--- src/rtl/cpu_types_pkg.sv ---
`default_nettype none
// ============================================================================
// Module      : cpu_types_pkg
// Description : Shared types for the pipelined core. Provides the 32-bit word
//               type, the PC source select encoding and the state encoding of
//               the PC controller.
// Revision    : 1.0 - initial release
// ============================================================================
package cpu_types_pkg;

  typedef logic [31:0] word_t;

  // PC source select driven towards the PC unit
  typedef enum logic [1:0] {
    PC_NPC = 2'b00,  // PC + 4
    PC_BR  = 2'b01,  // branch target
    PC_JMP = 2'b10,  // jump immediate
    PC_REG = 2'b11   // register (JR)
  } pcsrc_t;

  // PC controller phases
  typedef enum logic [1:0] {
    RUN      = 2'b00,
    RESOLVE  = 2'b01,
    REDIRECT = 2'b10,
    HALTED   = 2'b11
  } pcctrl_state_t;

  // Resolve latency is bounded to 1..7, so the countdown fits in 3 bits
  localparam int RLAT_W = 3;
  typedef logic [RLAT_W-1:0] rlat_t;

endpackage
`default_nettype wire

--- src/rtl/pc_if.sv ---
`default_nettype none
// ============================================================================
// Module      : pc_if
// Description : Bundle between the PC controller and the PC register unit.
//   pcenable  PC write enable
//   pcsrc     next-PC source select
//   branch    taken-branch qualifier
//   BEQ       polarity of the branch in flight (1 = BEQ)
//   zero_f    sampled ALU zero flag
//   immed     jump immediate
//   immedEXT  sign-extended branch immediate
//   rdat1     register operand for JR
//   Modports: ctrl (driver side, used by pc_ctrl), pcu (PC unit side).
// Revision    : 1.0 - initial release
// ============================================================================
interface pc_if;
  import cpu_types_pkg::*;

  logic        pcenable;
  pcsrc_t      pcsrc;
  logic        branch;
  logic        BEQ;
  logic        zero_f;
  logic [15:0] immed;
  word_t       immedEXT;
  word_t       rdat1;

  modport ctrl (
    output pcenable, pcsrc, branch, BEQ, zero_f, immed, immedEXT, rdat1
  );

  modport pcu (
    input pcenable, pcsrc, branch, BEQ, zero_f, immed, immedEXT, rdat1
  );

endinterface
`default_nettype wire

--- src/rtl/pc_ctrl.sv ---
`default_nettype none
// ============================================================================
// Module      : pc_ctrl
// Description : Controller-side driver of the PC interface. Sequences the PC
//               unit through RUN, RESOLVE, REDIRECT and HALTED from decode
//               control flow and the execute-stage zero flag.
// Ports       :
//   CLK, RST          clock, asynchronous active-high reset
//   ihit, stall       fetch return / hazard stall
//   id_*              decode-stage control flow and operands
//   ex_zero           ALU zero flag from execute
//   pc (pc_if.ctrl)   PC unit bundle (pcenable, pcsrc, branch, BEQ, zero_f,
//                     immed, immedEXT, rdat1)
//   flush_ifid        one-cycle IF/ID flush pulse
//   halt              sticky halted indication
//   br_cnt, taken_cnt resolved / taken branch counters (PC_CTRL_PERF_EN only)
// Options     : define PC_CTRL_PERF_EN to add the branch performance counters
//               and the CNT_W parameter.
// Revision    : 1.0 - initial release
// ============================================================================
module pc_ctrl
  import cpu_types_pkg::*;
#(
  parameter int RESOLVE_LAT = 1
`ifdef PC_CTRL_PERF_EN
  ,
  parameter int CNT_W = 32
`endif
) (
  input  logic        CLK,
  input  logic        RST,
  input  logic        ihit,
  input  logic        stall,
  input  logic        id_valid,
  input  logic        id_branch,
  input  logic        id_beq,
  input  logic        id_jump,
  input  logic        id_jr,
  input  logic        id_halt,
  input  logic [15:0] id_immed,
  input  word_t       id_immedEXT,
  input  word_t       id_rdat1,
  input  logic        ex_zero,
  pc_if.ctrl          pc,
  output logic        flush_ifid,
  output logic        halt
`ifdef PC_CTRL_PERF_EN
  ,
  output logic [CNT_W-1:0] br_cnt,
  output logic [CNT_W-1:0] taken_cnt
`endif
);

  pcctrl_state_t state, state_nxt;

  pcsrc_t      pcsrc_reg,    pcsrc_nxt;
  logic        branch_reg,   branch_nxt;
  logic        beq_reg,      beq_nxt;
  logic        zf_reg,       zf_nxt;
  logic [15:0] immed_reg,    immed_nxt;
  word_t       immext_reg,   immext_nxt;
  word_t       rdat1_reg,    rdat1_nxt;
  logic        flush_reg,    flush_nxt;
  logic        halt_reg,     halt_nxt;
  rlat_t       cnt_reg,      cnt_nxt;
  logic        pcenable_c;
  logic        taken;

  // --------------------------------------------------------------------------
  // Registers
  // --------------------------------------------------------------------------
  always_ff @(posedge CLK or posedge RST) begin
    if (RST) begin
      state      <= RUN;
      pcsrc_reg  <= PC_NPC;
      branch_reg <= 1'b0;
      beq_reg    <= 1'b0;
      zf_reg     <= 1'b0;
      immed_reg  <= '0;
      immext_reg <= '0;
      rdat1_reg  <= '0;
      flush_reg  <= 1'b0;
      halt_reg   <= 1'b0;
      cnt_reg    <= '0;
    end else begin
      state      <= state_nxt;
      pcsrc_reg  <= pcsrc_nxt;
      branch_reg <= branch_nxt;
      beq_reg    <= beq_nxt;
      zf_reg     <= zf_nxt;
      immed_reg  <= immed_nxt;
      immext_reg <= immext_nxt;
      rdat1_reg  <= rdat1_nxt;
      flush_reg  <= flush_nxt;
      halt_reg   <= halt_nxt;
      cnt_reg    <= cnt_nxt;
    end
  end

  // --------------------------------------------------------------------------
  // Next state and next register values
  // --------------------------------------------------------------------------
  always_comb begin
    state_nxt  = state;
    pcsrc_nxt  = pcsrc_reg;
    branch_nxt = branch_reg;
    beq_nxt    = beq_reg;
    zf_nxt     = zf_reg;
    immed_nxt  = immed_reg;
    immext_nxt = immext_reg;
    rdat1_nxt  = rdat1_reg;
    flush_nxt  = 1'b0;          // flush is a single-cycle pulse
    halt_nxt   = halt_reg;
    cnt_nxt    = cnt_reg;
    pcenable_c = 1'b0;
    taken      = 1'b0;

    case (state)
      RUN: begin
        pcenable_c = ihit & ~stall;
        if (id_valid && !stall) begin
          // Priority: halt > jump > jr > branch
          if (id_halt) begin
            halt_nxt  = 1'b1;
            state_nxt = HALTED;
          end else if (id_jump) begin
            immed_nxt = id_immed;
            pcsrc_nxt = PC_JMP;
            flush_nxt = 1'b1;
            state_nxt = REDIRECT;
          end else if (id_jr) begin
            rdat1_nxt = id_rdat1;
            pcsrc_nxt = PC_REG;
            flush_nxt = 1'b1;
            state_nxt = REDIRECT;
          end else if (id_branch) begin
            immext_nxt = id_immedEXT;
            beq_nxt    = id_beq;
            cnt_nxt    = rlat_t'(RESOLVE_LAT - 1);
            state_nxt  = RESOLVE;
          end
        end
      end

      RESOLVE: begin
        if (!stall) begin
          if (cnt_reg == '0) begin
            zf_nxt = ex_zero;
            taken  = beq_reg ? ex_zero : ~ex_zero;
            if (taken) begin
              pcsrc_nxt  = PC_BR;
              branch_nxt = 1'b1;
              flush_nxt  = 1'b1;
              state_nxt  = REDIRECT;
            end else begin
              pcsrc_nxt  = PC_NPC;
              branch_nxt = 1'b0;
              state_nxt  = RUN;
            end
          end else begin
            cnt_nxt = cnt_reg - rlat_t'(1);
          end
        end
      end

      REDIRECT: begin
        // Redirect target is held until the fetch actually returns
        pcenable_c = ihit;
        if (ihit) begin
          pcsrc_nxt  = PC_NPC;
          branch_nxt = 1'b0;
          state_nxt  = RUN;
        end
      end

      HALTED: begin
        halt_nxt = 1'b1;
      end

      default: begin
        state_nxt = RUN;
      end
    endcase
  end

  // --------------------------------------------------------------------------
  // Outputs
  // --------------------------------------------------------------------------
  assign pc.pcenable = pcenable_c;
  assign pc.pcsrc    = pcsrc_reg;
  assign pc.branch   = branch_reg;
  assign pc.BEQ      = beq_reg;
  assign pc.zero_f   = zf_reg;
  assign pc.immed    = immed_reg;
  assign pc.immedEXT = immext_reg;
  assign pc.rdat1    = rdat1_reg;
  assign flush_ifid  = flush_reg;
  assign halt        = halt_reg;

`ifdef PC_CTRL_PERF_EN
  // Branch statistics: every RESOLVE exit counts, taken exits go to REDIRECT.
  // Counters cannot move in HALTED since RESOLVE is never reached from there.
  logic [CNT_W-1:0] br_cnt_reg;
  logic [CNT_W-1:0] taken_cnt_reg;

  always_ff @(posedge CLK or posedge RST) begin
    if (RST) begin
      br_cnt_reg    <= '0;
      taken_cnt_reg <= '0;
    end else if (state == RESOLVE && state_nxt != RESOLVE) begin
      br_cnt_reg <= br_cnt_reg + CNT_W'(1);
      if (state_nxt == REDIRECT) begin
        taken_cnt_reg <= taken_cnt_reg + CNT_W'(1);
      end
    end
  end

  assign br_cnt    = br_cnt_reg;
  assign taken_cnt = taken_cnt_reg;
`endif

endmodule
`default_nettype wire

--- src/flat_wrapper.sv ---
// flat-port wrapper written by rule: the top's interface ports become plain ports
module pc_ctrl_flat import cpu_types_pkg::*;
#(
  parameter int RESOLVE_LAT = 1

)
  (CLK, RST, ihit, stall, id_valid, id_branch, id_beq, id_jump, id_jr, id_halt, id_immed, id_immedEXT, id_rdat1, ex_zero, flush_ifid, halt, pc_pcenable, pc_pcsrc, pc_branch, pc_BEQ, pc_zero_f, pc_immed, pc_immedEXT, pc_rdat1);
  pc_if pc_i ();
  input  logic CLK;
  input  logic RST;
  input  logic ihit;
  input  logic stall;
  input  logic id_valid;
  input  logic id_branch;
  input  logic id_beq;
  input  logic id_jump;
  input  logic id_jr;
  input  logic id_halt;
  input  logic [15:0] id_immed;
  input  word_t id_immedEXT;
  input  word_t id_rdat1;
  input  logic ex_zero;
  output logic flush_ifid;
  output logic halt;
  output wire logic [$bits(pc_i.pcenable)-1:0] pc_pcenable;
  output wire logic [$bits(pc_i.pcsrc)-1:0] pc_pcsrc;
  output wire logic [$bits(pc_i.branch)-1:0] pc_branch;
  output wire logic [$bits(pc_i.BEQ)-1:0] pc_BEQ;
  output wire logic [$bits(pc_i.zero_f)-1:0] pc_zero_f;
  output wire logic [$bits(pc_i.immed)-1:0] pc_immed;
  output wire logic [$bits(pc_i.immedEXT)-1:0] pc_immedEXT;
  output wire logic [$bits(pc_i.rdat1)-1:0] pc_rdat1;
  assign pc_pcenable = pc_i.pcenable;
  assign pc_pcsrc = pc_i.pcsrc;
  assign pc_branch = pc_i.branch;
  assign pc_BEQ = pc_i.BEQ;
  assign pc_zero_f = pc_i.zero_f;
  assign pc_immed = pc_i.immed;
  assign pc_immedEXT = pc_i.immedEXT;
  assign pc_rdat1 = pc_i.rdat1;
  pc_ctrl #(.RESOLVE_LAT(RESOLVE_LAT)) u_core (.CLK(CLK), .RST(RST), .ihit(ihit), .stall(stall), .id_valid(id_valid), .id_branch(id_branch), .id_beq(id_beq), .id_jump(id_jump), .id_jr(id_jr), .id_halt(id_halt), .id_immed(id_immed), .id_immedEXT(id_immedEXT), .id_rdat1(id_rdat1), .ex_zero(ex_zero), .pc(pc_i), .flush_ifid(flush_ifid), .halt(halt));
endmodule
--- config.mk ---
export PLATFORM = sky130hd
export DESIGN_NAME = pc_ctrl_flat
export DESIGN_NICKNAME = d
export VERILOG_FILES = /design/src/rtl/cpu_types_pkg.sv /design/src/rtl/pc_if.sv /design/src/rtl/pc_ctrl.sv /design/src/flat_wrapper.sv
export SDC_FILE = /design/constraint.sdc
export NUM_CORES = 1
export LEC_CHECK = 0
export CAP_MARGIN = 20
export CORE_UTILIZATION = 38
export CTS_BUF_LIST = sky130_fd_sc_hd__clkbuf_16
export DETAILED_ROUTE_END_ITERATION = 8
export PLACE_DENSITY = 0.79
export REMOVE_ABC_BUFFERS = 1
export SYNTH_ARGS = -nofsm -noshare
export SYNTH_HDL_FRONTEND = slang
export SYNTH_SLANG_ARGS = --single-unit
export TNS_END_PERCENT = 5
--- constraint.sdc ---
create_clock -name CLK -period 3.4 [get_ports CLK]
set_input_delay 0.51 -clock CLK [delete_from_list [all_inputs] [get_ports CLK]]
set_output_delay 0.51 -clock CLK [all_outputs]
set_load 0.02 [all_outputs]
Yosys cells after proc, flatten, opt, wreduce, memory -nomap -nowiden
Cells that the tools add are included.
{"block": "word_totals", "ff_bits": 92, "latch_bits": 0, "ramBits": 0, "rom_bits": 0, "in_bits": 91, "out_inout_bits": 88, "elab_cells": 93, "n_memories": 0}
{"block": "classes", "add_sub_neg": 1, "n_mul": 0, "div": 0, "order_cmp": 0, "n_eq_ne": 15, "shift": 0, "n_mux": 43, "bitwise_logic": 6, "reduce_logical": 17}
{"operator": "2-to-1 mux 2 bit", "count": 15}
{"operator": "2-to-1 mux 3 bit", "count": 7}
{"operator": "!= test 2 bit (second input constant)", "count": 8}
{"operator": "2-to-1 mux 1 bit", "count": 14}
{"operator": "one-hot mux 2 bit (3 select lines)", "count": 2}
{"operator": "AND reduction 6 bit", "count": 2}
{"operator": "one-hot mux 1 bit (2 select lines)", "count": 4}
{"operator": "AND reduction 4 bit", "count": 2}
{"operator": "AND reduction 8 bit", "count": 1}
{"operator": "AND reduction 7 bit", "count": 1}
{"operator": "one-hot mux 3 bit (2 select lines)", "count": 1}
{"operator": "AND reduction 3 bit", "count": 2}
{"operator": "nonzero test 2 bit", "count": 3}
{"operator": "!= test 5 bit (second input constant)", "count": 1}
{"operator": "inverter 1 bit", "count": 5}
{"operator": "AND reduction 5 bit", "count": 1}
{"operator": "== test 2 bit (second input constant)", "count": 2}
{"operator": "!= test 2 x 1 -> 1 bit (second input constant)", "count": 2}
{"operator": "zero test 3 bit", "count": 1}
{"operator": "!= test 3 bit (second input constant)", "count": 1}
{"operator": "nonzero test 3 bit", "count": 1}
{"operator": "subtractor 3 x 1 -> 3 bit (second input constant)", "count": 1}
{"operator": "== test 2 x 1 -> 1 bit (second input constant)", "count": 1}
{"operator": "zero test 2 bit", "count": 1}
{"operator": "other kinds (3)", "count": 3}

Longest topological paths before layout
{"block": "depth", "ltp_word": 6, "mapped_depth": 7, "mapped_depth_nobuf": 6}

Worst setup path before layout
Ideal clock, no wire load.
{"block": "synth_path", "kind": "register to register", "start": "reg u_core.state[0]", "end": "reg u_core.beq_reg (netlist: u_core.pc.BEQ)", "setup_time_ps": 125, "arrival_time_ps": 1677, "t_required_ps": 3275, "path_slack_ps": 1599, "stages_incl_launch_ff": 8, "n_path_buf": 1, "synth_period_minus_slack_ps": 1801, "path_cell_list": "dfrtp_1 inv_1 ha_1 inv_1 nor3_4 nand3_2 clkbuf_8 mux2_2"}
{"block": "synth_via", "elab_chain_len": 2}
{"item": "from (decl)", "line": "pc_ctrl.sv:54", "source": "pcctrl_state_t state, state_nxt;"}
{"item": "from (signal assigned)", "line": "pc_ctrl.sv:86", "source": "state <= state_nxt;"}
{"item": "zero test 2 bit", "line": "pc_ctrl.sv:118", "source": "case (state)"}
{"item": "AND reduction 6 bit (no line)"}
{"item": "to (signal assigned)", "line": "pc_ctrl.sv:89", "source": "beq_reg <= beq_nxt;"}
{"item": "to (decl)", "line": "pc_ctrl.sv:58", "source": "logic beq_reg, beq_nxt;"}
Every way passes these cells.
A chain may end at the register's enable or synchronous reset.

Final worst setup path
{"block": "layout_path", "start": "reg u_core.state[0]", "end": "out pc_pcenable"}
{"block": "layout_via", "elab_chain_len": 2, "elab_cells_between_ends": 3, "classes_between": "eq/ne: 1; mux: 1; reduce/logical: 1"}
{"item": "== test 2 bit / zero test 2 bit (equally long branches)", "line": "pc_ctrl.sv:118"}
{"item": "one-hot mux 1 bit (2 select lines) *", "line": "pc_ctrl.sv:118"}
{"item": "to (decl)", "line": "flat_wrapper.sv:25", "source": "output wire logic [$bits(pc_i.pcenable)-1:0] pc_pcenable;"}
Every way passes the cells marked *; elsewhere a longest branch is shown, timed or not.

==> run summary <==
Run status -> completed
Vias in the first global route -> 2728
Iter 0 DRT Violations -> 26
Post-Synthesis Cell Area -> 0.00376 mm^2
Post-synth ARST share -> 1.00
H-tree depth -> 3
Seq/Total Area, Yosys -> 0.612
CP max stage cell -> clkdlybuf4s50_1
Final wirelength -> 8260 um
Hold Violations, Final -> 0
Fmax -> 0.391 GHz
CP bufs+invs -> 3
Clock Latency Late Sink -> 0.33 ns
I/O pin count -> 179
Vias -> 2646
Area contributors post-synth -> dfrtp_1 (61%), mux2_2 (25%), ha_1 (2.0%)
Startpoint types -> register
Ys Warns -> 0
Post-synth top area share -> 0.612
Layout cells sized above 1 -> 0.249
Fin util -> 0.634
Core Region -> 0.00942 mm^2
Place WS -> 0.626 ns
CP max stage delay -> 0.60 ns
CTS Buffer Depth -> 2
Setup tns final -> 0 ns
Die Span Y -> 101 um
CP dominant cell by count -> inv_1
Avg WL per Cell -> 14.7 um
Die Span X -> 101 um
GPL Wtd Cong -> 0.792
Crit path required time -> 2.89 ns
Number of vias per cell -> 4.70
Post-synth top area cell -> dfrtp_1
Fillers -> 769
Post-synth top cells -> dfrtp_1 (92), mux2_2 (84), inv_1 (9)
Setup CP Type -> reg2out
DR pass1 iterations -> 4
Unique masters post-synth -> 33
EDFF count, synth -> 0
Area growth, synth to finish -> 58.6%
Most common cell in the netlist -> dfrtp_1
Maxcap violations -> 0
Port Buffer Count -> 178
Post-route ant nets -> 0
Final WS setup -> 0.842 ns
CTS tree -> yes
Max VDD drop -> 0.000392 V
Hold_buf cts -> 0
Setup-failing EPs final -> 0
Syn Area/Cell -> 15.3 um^2
Number of nets in the layout -> 526
Pin count of the biggest net entering global routing -> 48
CTS buffer count -> 9
CP Cell Sequence -> inv_1 -> ha_1 -> inv_1 -> nor2_1 -> o21a_1 -> clkdlybuf4s50_1
Cell family with most CP delay -> buffers and inverters
Dpl hpwl -> 6230 um
Clk sinks -> 92
Post-CTS setup buffers -> 0
Num rows -> 35
Initial antenna violation count -> 0
PD cells -> 817 mW/mm^2
RSZ-0062 raised after global routing -> false
DRC Markers -> 0
Final Cycle Share -> 0.752
Clk slew on worst S/H paths -> 0.06 ns
Overflow after GRT -> 0
Critical path peak fanout -> 5
Leakage -> 2.68 nW
Slew headroom -> 0.452
Fin crit period -> 2.56 ns
CP Capture Type -> output port
Initial Util -> 0.399
Synthesized flop and latch total -> 92
Diode count -> 0
Prevailing post-synth register cell -> dfrtp_1
Worst hold path type -> reg2reg
Power consumption -> 4.87 mW
Global-route usage over all layers -> 0.166
WP data arrival -> 2.05 ns
Max-slew violations -> 0
Full die area -> 0.0103 mm^2
First-pass GRT wire length -> 13100 um
Clock root buffer -> clkbuf_16
Post-synthesis instance total -> 246
Clk_skew -> 0.00572 ns
Worst slew pin tran -> 0.817 ns
Number of gates resized after cts -> 0
==> routing by layer <==
metal  track usage  vias up  routed length, um
met5             0        -                  0
met4        0.0635        0                 93
met1         0.188     1273               3260
li1              -     1240                  -
met3        0.0718        8                891
met2         0.279      125               4010
==> area by class of cell <==
cell class	instances	area, um^2	share of cell area
clock buffers	9	225	0.0378
clock inverters	7	68.8	0.0115
inverters	9	35.0	0.00587
multi-input cells	137	1360	0.229
flip-flops and latches	92	2300	0.386
well taps	129	161	0.0271
repair buffers	180	1810	0.303
==> power breakdown <==
group / switching (mW) / internal, mW / leakage [nW] / total (mW)
clock network: 0.403 / 0.565 / 0.136 / 0.968
registers: 0.205 / 1.51 / 1.20 / 1.72
logic: 1.01 / 1.18 / 1.34 / 2.19
total: 1.62 / 3.26 / 2.68 / 4.87
==> placed cells by master, fill, tap and decap left out, drive strengths merged <==
cell / n
a2111oi: 1
a21oi: 2
a41oi: 1
and3b: 1
buf: 2
bufinv: 1
clkbuf: 9
clkdlybuf4s50: 178
clkinv: 3
clkinvlp: 3
dfrtp: 92
ha: 6
inv: 9
mux2: 84
mux2i: 5
nand2: 7
nand2b: 4
nand3: 2
nand3b: 4
nor2: 3
nor2b: 1
nor3: 2
o211ai: 1
o21a: 2
o21ai: 4
o21bai: 1
o22ai: 1
o31ai: 1
o41ai: 2
or4: 1
xnor2: 1
==> per-stage QoR <==
stage	hold slack, ns	instances	instance area (um^2)
detailed placement	0.477	547	5670
floorplan	0.509	238	3700
global route	0.509	563	5970
finish	0.502	563	5970
global placement	0.464	547	5670
CTS	0.502	563	5970
==> kinds of logic after synthesis <==
group | Yosys count | share of synthesized area
AND/OR/NAND/NOR | 25 | 0.0449
XOR/XNOR | 1 | 0.00233
adder cells (fa/ha/maj) | 6 | 0.0200
buffers and inverters | 17 | 0.0253
AO/OA/AOI/OAI | 16 | 0.0306
flip-flops | 92 | 0.612
multiplexers | 89 | 0.265
==> path summary, 6_finish.rpt <==
check / start / end / slack (ns) / cells after the start
worst max-delay path: u_core.state[0] / pc_pcenable / 0.84 / 6
worst min-delay path: u_core.pc.rdat1[30] / u_core.pc.rdat1[30] / 0.50 / 1
worst max register to register: u_core.state[0] / u_core.pc.rdat1[5] / 0.92 / 6
worst min register to register: u_core.pc.rdat1[30] / u_core.pc.rdat1[30] / 0.50 / 1
max in group asynchronous: RST / u_core.pc.rdat1[30] / 2.05 / 3
min in group asynchronous: RST / u_core.pc.immedEXT[10] / 0.63 / 2
Power figures use the tool's default switching activity.
